<file path="src/rtl/led_flow_if.sv">
// ---------------------------------------------------------------------------
// led_flow_if
//   Groups the run-time controls and LED outputs of the LED chaser.
//   The controller side (board logic or testbench) uses the master modport.
//   The chaser itself uses the slave modport.
//
// Parameters
//   N_LED      number of LEDs driven by the chaser
//
// Signals
//   en         1 = run, 0 = hold counter and pattern
//   mode       0 rot-left, 1 rot-right, 2 ping-pong, 3 fill/drain
//   speed      step period = TICK_DIV >> speed clocks
//   duty       brightness, only used when the chaser is built with LED_DIM_EN
//   led        LED drive, 1 = lit, bit 0 = first LED
//   step_pulse one-cycle strobe in the cycle led takes a new pattern value
// ---------------------------------------------------------------------------
interface led_flow_if #(
  parameter int N_LED = 8
);
  logic             en;
  logic [1:0]       mode;
  logic [1:0]       speed;
  logic [3:0]       duty;
  logic [N_LED-1:0] led;
  logic             step_pulse;

  modport master (
    output en,
    output mode,
    output speed,
    output duty,
    input  led,
    input  step_pulse
  );

  modport slave (
    input  en,
    input  mode,
    input  speed,
    input  duty,
    output led,
    output step_pulse
  );
endinterface

</file>
<file path="src/rtl/led_flow_gen.sv">
// ---------------------------------------------------------------------------
// led_flow_gen
//   Parametrised LED chaser. A step counter divides the board clock; every
//   time it expires ("tick") the LED pattern either advances one step in the
//   current mode or, if the requested mode differs from the active one,
//   reloads the new mode's starting pattern.
//
// Parameters
//   N_LED      number of LEDs (>= 2)
//   TICK_DIV   clocks per step at speed 0 (>= 8)
//
// Ports
//   clk        system clock, all logic on the rising edge
//   reset      synchronous, active-high reset
//   bus        led_flow_if slave modport: en, mode, speed, duty in;
//              led, step_pulse out (both registered)
//
// Build option
//   LED_DIM_EN  when defined, a free-running 4-bit PWM counter gates the
//               LEDs so they are lit while pwm_cnt < duty. When undefined,
//               duty is ignored and led shows the pattern directly.
// ---------------------------------------------------------------------------
module led_flow_gen #(
  parameter int N_LED    = 8,
  parameter int TICK_DIV = 25_000_000
) (
  input logic       clk,
  input logic       reset,
  led_flow_if.slave bus
);

  localparam int CNT_W = $clog2(TICK_DIV);

  typedef enum logic [1:0] {
    MODE_ROT_L = 2'd0,
    MODE_ROT_R = 2'd1,
    MODE_PING  = 2'd2,
    MODE_FILL  = 2'd3
  } mode_e;

  typedef enum logic {
    DIR_UP   = 1'b0,
    DIR_DOWN = 1'b1
  } dir_e;

  localparam logic [N_LED-1:0] PAT_LSB  = {{(N_LED-1){1'b0}}, 1'b1};
  localparam logic [N_LED-1:0] PAT_MSB  = {1'b1, {(N_LED-1){1'b0}}};
  localparam logic [N_LED-1:0] PAT_ZERO = {N_LED{1'b0}};
  localparam logic [N_LED-1:0] PAT_ONES = {N_LED{1'b1}};
  localparam logic [CNT_W-1:0] CNT_ZERO = {CNT_W{1'b0}};
  localparam logic [CNT_W-1:0] CNT_ONE  = {{(CNT_W-1){1'b0}}, 1'b1};

  // Starting pattern loaded when a tick switches to a new mode.
  function automatic logic [N_LED-1:0] init_pat(input mode_e m);
    logic [N_LED-1:0] p;
    case (m)
      MODE_ROT_L: p = PAT_LSB;
      MODE_ROT_R: p = PAT_MSB;
      MODE_PING:  p = PAT_LSB;
      MODE_FILL:  p = PAT_ZERO;
      default:    p = PAT_LSB;
    endcase
    return p;
  endfunction

  // Rotate left: MSB wraps into bit 0.
  function automatic logic [N_LED-1:0] rot_left(input logic [N_LED-1:0] p);
    return {p[N_LED-2:0], p[N_LED-1]};
  endfunction

  // Rotate right: bit 0 wraps into the MSB.
  function automatic logic [N_LED-1:0] rot_right(input logic [N_LED-1:0] p);
    return {p[0], p[N_LED-1:1]};
  endfunction

  // Fill/drain step. Filling patterns (0..01, 0..011, ...) always have bit 0
  // set, draining ones (1..10, 1..100, ...) always have it clear, so the
  // pattern itself tells which phase we are in; no extra state is needed.
  function automatic logic [N_LED-1:0] fill_step(input logic [N_LED-1:0] p);
    logic [N_LED-1:0] n;
    if (p == PAT_ONES) begin
      n = {p[N_LED-2:0], 1'b0};
    end else if ((p == PAT_ZERO) || p[0]) begin
      n = {p[N_LED-2:0], 1'b1};
    end else begin
      n = {p[N_LED-2:0], 1'b0};
    end
    return n;
  endfunction

  // State registers
  logic [CNT_W-1:0] cnt_q,        cnt_d;
  logic [N_LED-1:0] pat_q,        pat_d;
  dir_e             dir_q,        dir_d;
  mode_e            mode_q,       mode_d;
  logic             step_pulse_q, step_pulse_d;
  logic [N_LED-1:0] led_q,        led_d;

  // Tick decode
  logic [31:0]      limit_s;
  logic [31:0]      last_s;
  logic [31:0]      cnt_ext_s;
  logic             tick_s;
  mode_e            mode_in_s;
  logic             pwm_on_s;

`ifdef LED_DIM_EN
  logic [3:0]       pwm_cnt_q;

  // Free-running brightness counter; runs regardless of en.
  always_ff @(posedge clk) begin
    if (reset) begin
      pwm_cnt_q <= 4'd0;
    end else begin
      pwm_cnt_q <= pwm_cnt_q + 4'd1;
    end
  end

  assign pwm_on_s = (pwm_cnt_q < bus.duty);
`else
  assign pwm_on_s = 1'b1;
`endif

  // Step period from the live speed input. Using >= rather than == means a
  // speed increase that lands below the current count ticks immediately.
  always_comb begin
    limit_s   = 32'(TICK_DIV) >> bus.speed;
    last_s    = limit_s - 32'd1;
    cnt_ext_s = 32'(cnt_q);
    mode_in_s = mode_e'(bus.mode);
    tick_s    = bus.en && (cnt_ext_s >= last_s);
  end

  // Next-state logic for the counter, pattern, direction and active mode.
  always_comb begin
    cnt_d        = cnt_q;
    pat_d        = pat_q;
    dir_d        = dir_q;
    mode_d       = mode_q;
    step_pulse_d = 1'b0;

    if (!bus.en) begin
      // hold everything; defaults already do that
      step_pulse_d = 1'b0;
    end else if (!tick_s) begin
      cnt_d = cnt_q + CNT_ONE;
    end else begin
      cnt_d        = CNT_ZERO;
      step_pulse_d = 1'b1;
      if (mode_in_s != mode_q) begin
        // Mode switch: reload only, the new mode steps from the next tick.
        mode_d = mode_in_s;
        pat_d  = init_pat(mode_in_s);
        dir_d  = DIR_UP;
      end else begin
        case (mode_q)
          MODE_ROT_L: pat_d = rot_left(pat_q);
          MODE_ROT_R: pat_d = rot_right(pat_q);
          MODE_PING: begin
            // Reverse at the ends without repeating the end LED.
            if (dir_q == DIR_UP) begin
              if (pat_q[N_LED-1]) begin
                dir_d = DIR_DOWN;
                pat_d = pat_q >> 1;
              end else begin
                dir_d = DIR_UP;
                pat_d = pat_q << 1;
              end
            end else begin
              if (pat_q[0]) begin
                dir_d = DIR_UP;
                pat_d = pat_q << 1;
              end else begin
                dir_d = DIR_DOWN;
                pat_d = pat_q >> 1;
              end
            end
          end
          MODE_FILL:  pat_d = fill_step(pat_q);
          default:    pat_d = PAT_LSB;
        endcase
      end
    end

    // led is registered from the next pattern so it changes in the same
    // cycle as step_pulse.
    if (pwm_on_s) begin
      led_d = pat_d;
    end else begin
      led_d = PAT_ZERO;
    end
  end

  // State and output registers with synchronous reset.
  always_ff @(posedge clk) begin
    if (reset) begin
      cnt_q        <= CNT_ZERO;
      pat_q        <= PAT_LSB;
      dir_q        <= DIR_UP;
      mode_q       <= MODE_ROT_L;
      step_pulse_q <= 1'b0;
      led_q        <= PAT_LSB;
    end else begin
      cnt_q        <= cnt_d;
      pat_q        <= pat_d;
      dir_q        <= dir_d;
      mode_q       <= mode_d;
      step_pulse_q <= step_pulse_d;
      led_q        <= led_d;
    end
  end

  assign bus.led        = led_q;
  assign bus.step_pulse = step_pulse_q;

endmodule
</file>
<file path="src/flat_wrapper.sv">
// flat-port wrapper written by rule: the top's interface ports become plain ports
module led_flow_gen_flat 
#(
  parameter int N_LED    = 8,
  parameter int TICK_DIV = 25_000_000
)
  (clk, reset, bus_en, bus_mode, bus_speed, bus_duty, bus_led, bus_step_pulse);
  led_flow_if #(.N_LED(N_LED)) bus_i ();
  input logic clk;
  input logic reset;
  input wire logic [$bits(bus_i.en)-1:0] bus_en;
  input wire logic [$bits(bus_i.mode)-1:0] bus_mode;
  input wire logic [$bits(bus_i.speed)-1:0] bus_speed;
  input wire logic [$bits(bus_i.duty)-1:0] bus_duty;
  output wire logic [$bits(bus_i.led)-1:0] bus_led;
  output wire logic [$bits(bus_i.step_pulse)-1:0] bus_step_pulse;
  assign bus_i.en = bus_en;
  assign bus_i.mode = bus_mode;
  assign bus_i.speed = bus_speed;
  assign bus_i.duty = bus_duty;
  assign bus_led = bus_i.led;
  assign bus_step_pulse = bus_i.step_pulse;
  led_flow_gen #(.N_LED(N_LED), .TICK_DIV(TICK_DIV)) u_core (.clk(clk), .reset(reset), .bus(bus_i));
endmodule
</file>
<file path="config.mk">
export PLATFORM = sky130hd
export DESIGN_NAME = led_flow_gen_flat
export DESIGN_NICKNAME = d
export VERILOG_FILES = /design/src/rtl/led_flow_if.sv /design/src/rtl/led_flow_gen.sv /design/src/flat_wrapper.sv
export SDC_FILE = /design/constraint.sdc
export NUM_CORES = 1
export LEC_CHECK = 0
export CELL_PAD_IN_SITES_DETAIL_PLACEMENT = 1
export CELL_PAD_IN_SITES_GLOBAL_PLACEMENT = 1
export CORE_MARGIN = 2
export CORE_UTILIZATION = 43
export DETAILED_ROUTE_END_ITERATION = 10
export PLACE_DENSITY = 0.78
export SYNTH_ARGS = -nofsm -noshare
export SYNTH_HDL_FRONTEND = slang
export SYNTH_SLANG_ARGS = --single-unit
</file>
<file path="constraint.sdc">
create_clock -name clk -period 4 [get_ports clk]
set_clock_uncertainty 0.2 [all_clocks]
set_input_delay 0.8 -clock clk [delete_from_list [all_inputs] [get_ports clk]]
set_output_delay 0.8 -clock clk [all_outputs]
set_load 0.03 [all_outputs]
</file>
==> impl_metrics.ini <==
[min_path]
hp-class = flip-flop to flip-flop
min_from = u_core.cnt_q[24]

[critical_path]
crit_arrival_ps = 3730
cp-start-kind = input pin
crit_fanout = 25
crit_type = input pin to flip-flop
path_buf_inv = 3
required_ps = 4030
crit_path_start = bus_speed[0]
path_cells = clkdlybuf4s50_1 > inv_1 > nand2_1 > ha_1 > ha_1 > a211o_1 > a221o_1 > a221oi_2 > o22ai_2 > nand2b_1 > buf_4 > nor2_1
cp_common_cell = ha_1
crit_path_end_kind = flip-flop
timing.rr.start = u_core.cnt_q[5]
slowest_stage = clkdlybuf4s50_1
cpLargestDelayFamily = compound AO/OA/AOI/OAI gates
slowest_delay_ps = 490

[detailed_routing]
viasPerCell = 5.46
wl_met1_um = 2890
first_pass_iters = 4
drt_first_iter_violations = 73
wl_per_cell_um = 15.5
drcViolationCount = 0
met2_length_um = 2720
wirelength_um = 5780
vias = 2035
wl_met3_um = 108
antenna_left = 0
highest_layer = met4

[sta]
max_slew_margin_pct = 45.6
timing.setup.tns_ps = 0
finalCritPeriodShare_pct = 92.6
hold_viol = 0
clock.fmax_mhz = 270
setup_violations = 0
worst_hold_slack_ps = 342
fin_ws_ps = 295
slew_violations = 0
worstMarginPinSlew_ps = 811
min_period_ps = 3710
rsz0062_at_grt = false

[power_and_ir_drop]
p_int_uw = 545
p_seq_share_pct = 52.2
clock_power_share_pct = 41.3
power_leakage_nw = 1.08
combinationalPowerShare_pct = 6.6
p_switching_uw = 169
power.total_uw = 714
p_per_area_nw_per_um2 = 269
swShare_pct = 23.7
peakVddDrop_uv = 238

[layout]
fin_nets = 335
layout_common_cells = nor2_1, dfxtp_1, nand2_1, ha_1, inv_1
nFillCells = 650
n_antenna_cell = 0
drive_above_1_share_pct = 4.95
layout_commonest_cell = nor2_1
syn2layout_area_growth_pct = 12.8
postLayoutCoreUtil_pct = 51.0

[clock_tree]
post_cts_resized = 0
cts_hold_buf = 0
cts_tree = done
root_buffer = clkbuf_8
clkLatencyLatePin_ps = 290
cts_sinks = 37
path_clk_slew_ps = 70
htreeDepth = 2
clk_path_buf_depth = 2
cts_buffers = 5
cts_setup_buffers = 0

[global_routing]
grt_usage_pct = 20.6
grt_max_degree = 26
gr-total-overflow = 0
grt_pass1_vias = 2100
antenna_found_initial = 0
grt_pass1_wl_um = 10000

[placement]
place_congestion = 0.811
hpwl_um = 4220
dp_slack_ps = -0.798
port_buffers = 15

[yosys]
postSynthCellCount = 287
syn_area_per_cell_um2 = 8.20
synth.distinct_cells = 44
yosysSeqAreaShare_pct = 31.5
synth_ff_type = dfxtp_1
ys_ff_latch = 37
async_flop_share_pct = 0
synth_edf_count = 0
ys_warn_count = 0
syn-cell-area_um2 = 2350

[floorplanning]
core_area_um2 = 5200
io_pins = 20
rows = 26
dieArea_um2 = 6080
die-height_um = 78.0
fp.dieW_um = 78.0
start_util_pct = 45.2

[status]
status = finished, final reports clean

[run]
drv_cap = 0
## worst min-delay path, cell delays in order (launching register included)
cell,delay (ps)
dfxtp_1,360
xnor2_1,80
nor2_1,70
## Yosys cell counts (2+ instances only)
cell | number | area share (%)
a211o_1 | 3 | 1.1
a21oi_1 | 11 | 2.3
a31oi_1 | 4 | 1.1
and2_1 | 4 | 1.1
and3_1 | 3 | 0.80
and4_1 | 3 | 1.1
buf_6 | 3 | 1.4
clkbuf_1 | 7 | 1.1
dfxtp_1 | 37 | 31
ha_1 | 22 | 12
inv_1 | 16 | 2.6
mux2i_1 | 14 | 6.0
nand2_1 | 22 | 3.5
nand3_1 | 7 | 1.5
nand4_1 | 8 | 2.1
nor2_1 | 51 | 8.1
nor2b_1 | 5 | 1.3
nor3_1 | 5 | 1.1
nor4_1 | 3 | 0.80
o211a_1 | 2 | 0.85
o21ai_0 | 9 | 1.9
o22ai_1 | 2 | 0.53
or3_1 | 2 | 0.53
xnor2_1 | 13 | 4.8
xor2_1 | 12 | 4.5
## through the flow
stage          std cells  instance area (µm²)
6_report             373                 2650
3_5_place_dp         365                 2550
2_1_floorplan        288                 2360
4_1_cts              373                 2650
3_3_place_gp         365                 2550
5_1_grt              373                 2650
## worst paths after layout
| kind | endpoint | slack, ps | cells after the start |
|---|---|---|---|
| max | u_core.cnt_q[16] | 290 | 12 |
| min | u_core.cnt_q[24] | 340 | 2 |
| max reg2reg | u_core.cnt_q[16] | 1280 | 8 |
| min reg2reg | u_core.cnt_q[24] | 340 | 2 |
## logic make-up (layout without fill, tap and decap cells)
family / Yosys count / in the layout / synth area share (%)
mux: 14 / 14 / 5.96
simple gates: 118 / 118 / 23.6
compound gates: 43 / 43 / 12.4
buf+inv: 27 / 42 / 5.32
flops: 37 / 37 / 31.5
other cells: 1 / 2 / 0.159
fa+ha+maj: 22 / 22 / 11.7
xor+xnor: 25 / 25 / 9.31
## state kept, by name, indices dropped and copies added, names as in the netlist
register	count
u_core.mode_q	2
u_core.bus.step_pulse	1
u_core.cnt_q	25
u_core.bus.led	8
u_core.dir_q	1
## power by group through the flow
stage / Clock (mW) / Combinational, mW / Sequential, mW
floorplan: 0 / 0.0315 / 0.380
global placement: 0 / 0.0445 / 0.381
detailed placement: 0 / 0.0462 / 0.381
CTS: 0.305 / 0.0470 / 0.372
global route: 0.317 / 0.0533 / 0.372
finish: 0.294 / 0.0469 / 0.372
## area by class of cell
cell class | instances | area, µm² | share of cell area, %
clock buffer | 7 | 96.3 | 3.63
timing repair buffer | 18 | 173 | 6.51
multi-input combinational | 224 | 1490 | 56.2
tap | 70 | 87.6 | 3.30
inverter | 16 | 60.1 | 2.26
clock inverter | 1 | 5.00 | 0.189
sequential | 37 | 741 | 27.9
## metal layers
metal  vias to the layer above  global-route usage [%]
met2                        19                    34.8
met4                         0                    6.32
met3                         5                    3.84
li1                       1022                       -
met1                       989                    26.5
met5                         -                       0
Power figures use the tool's default switching activity.
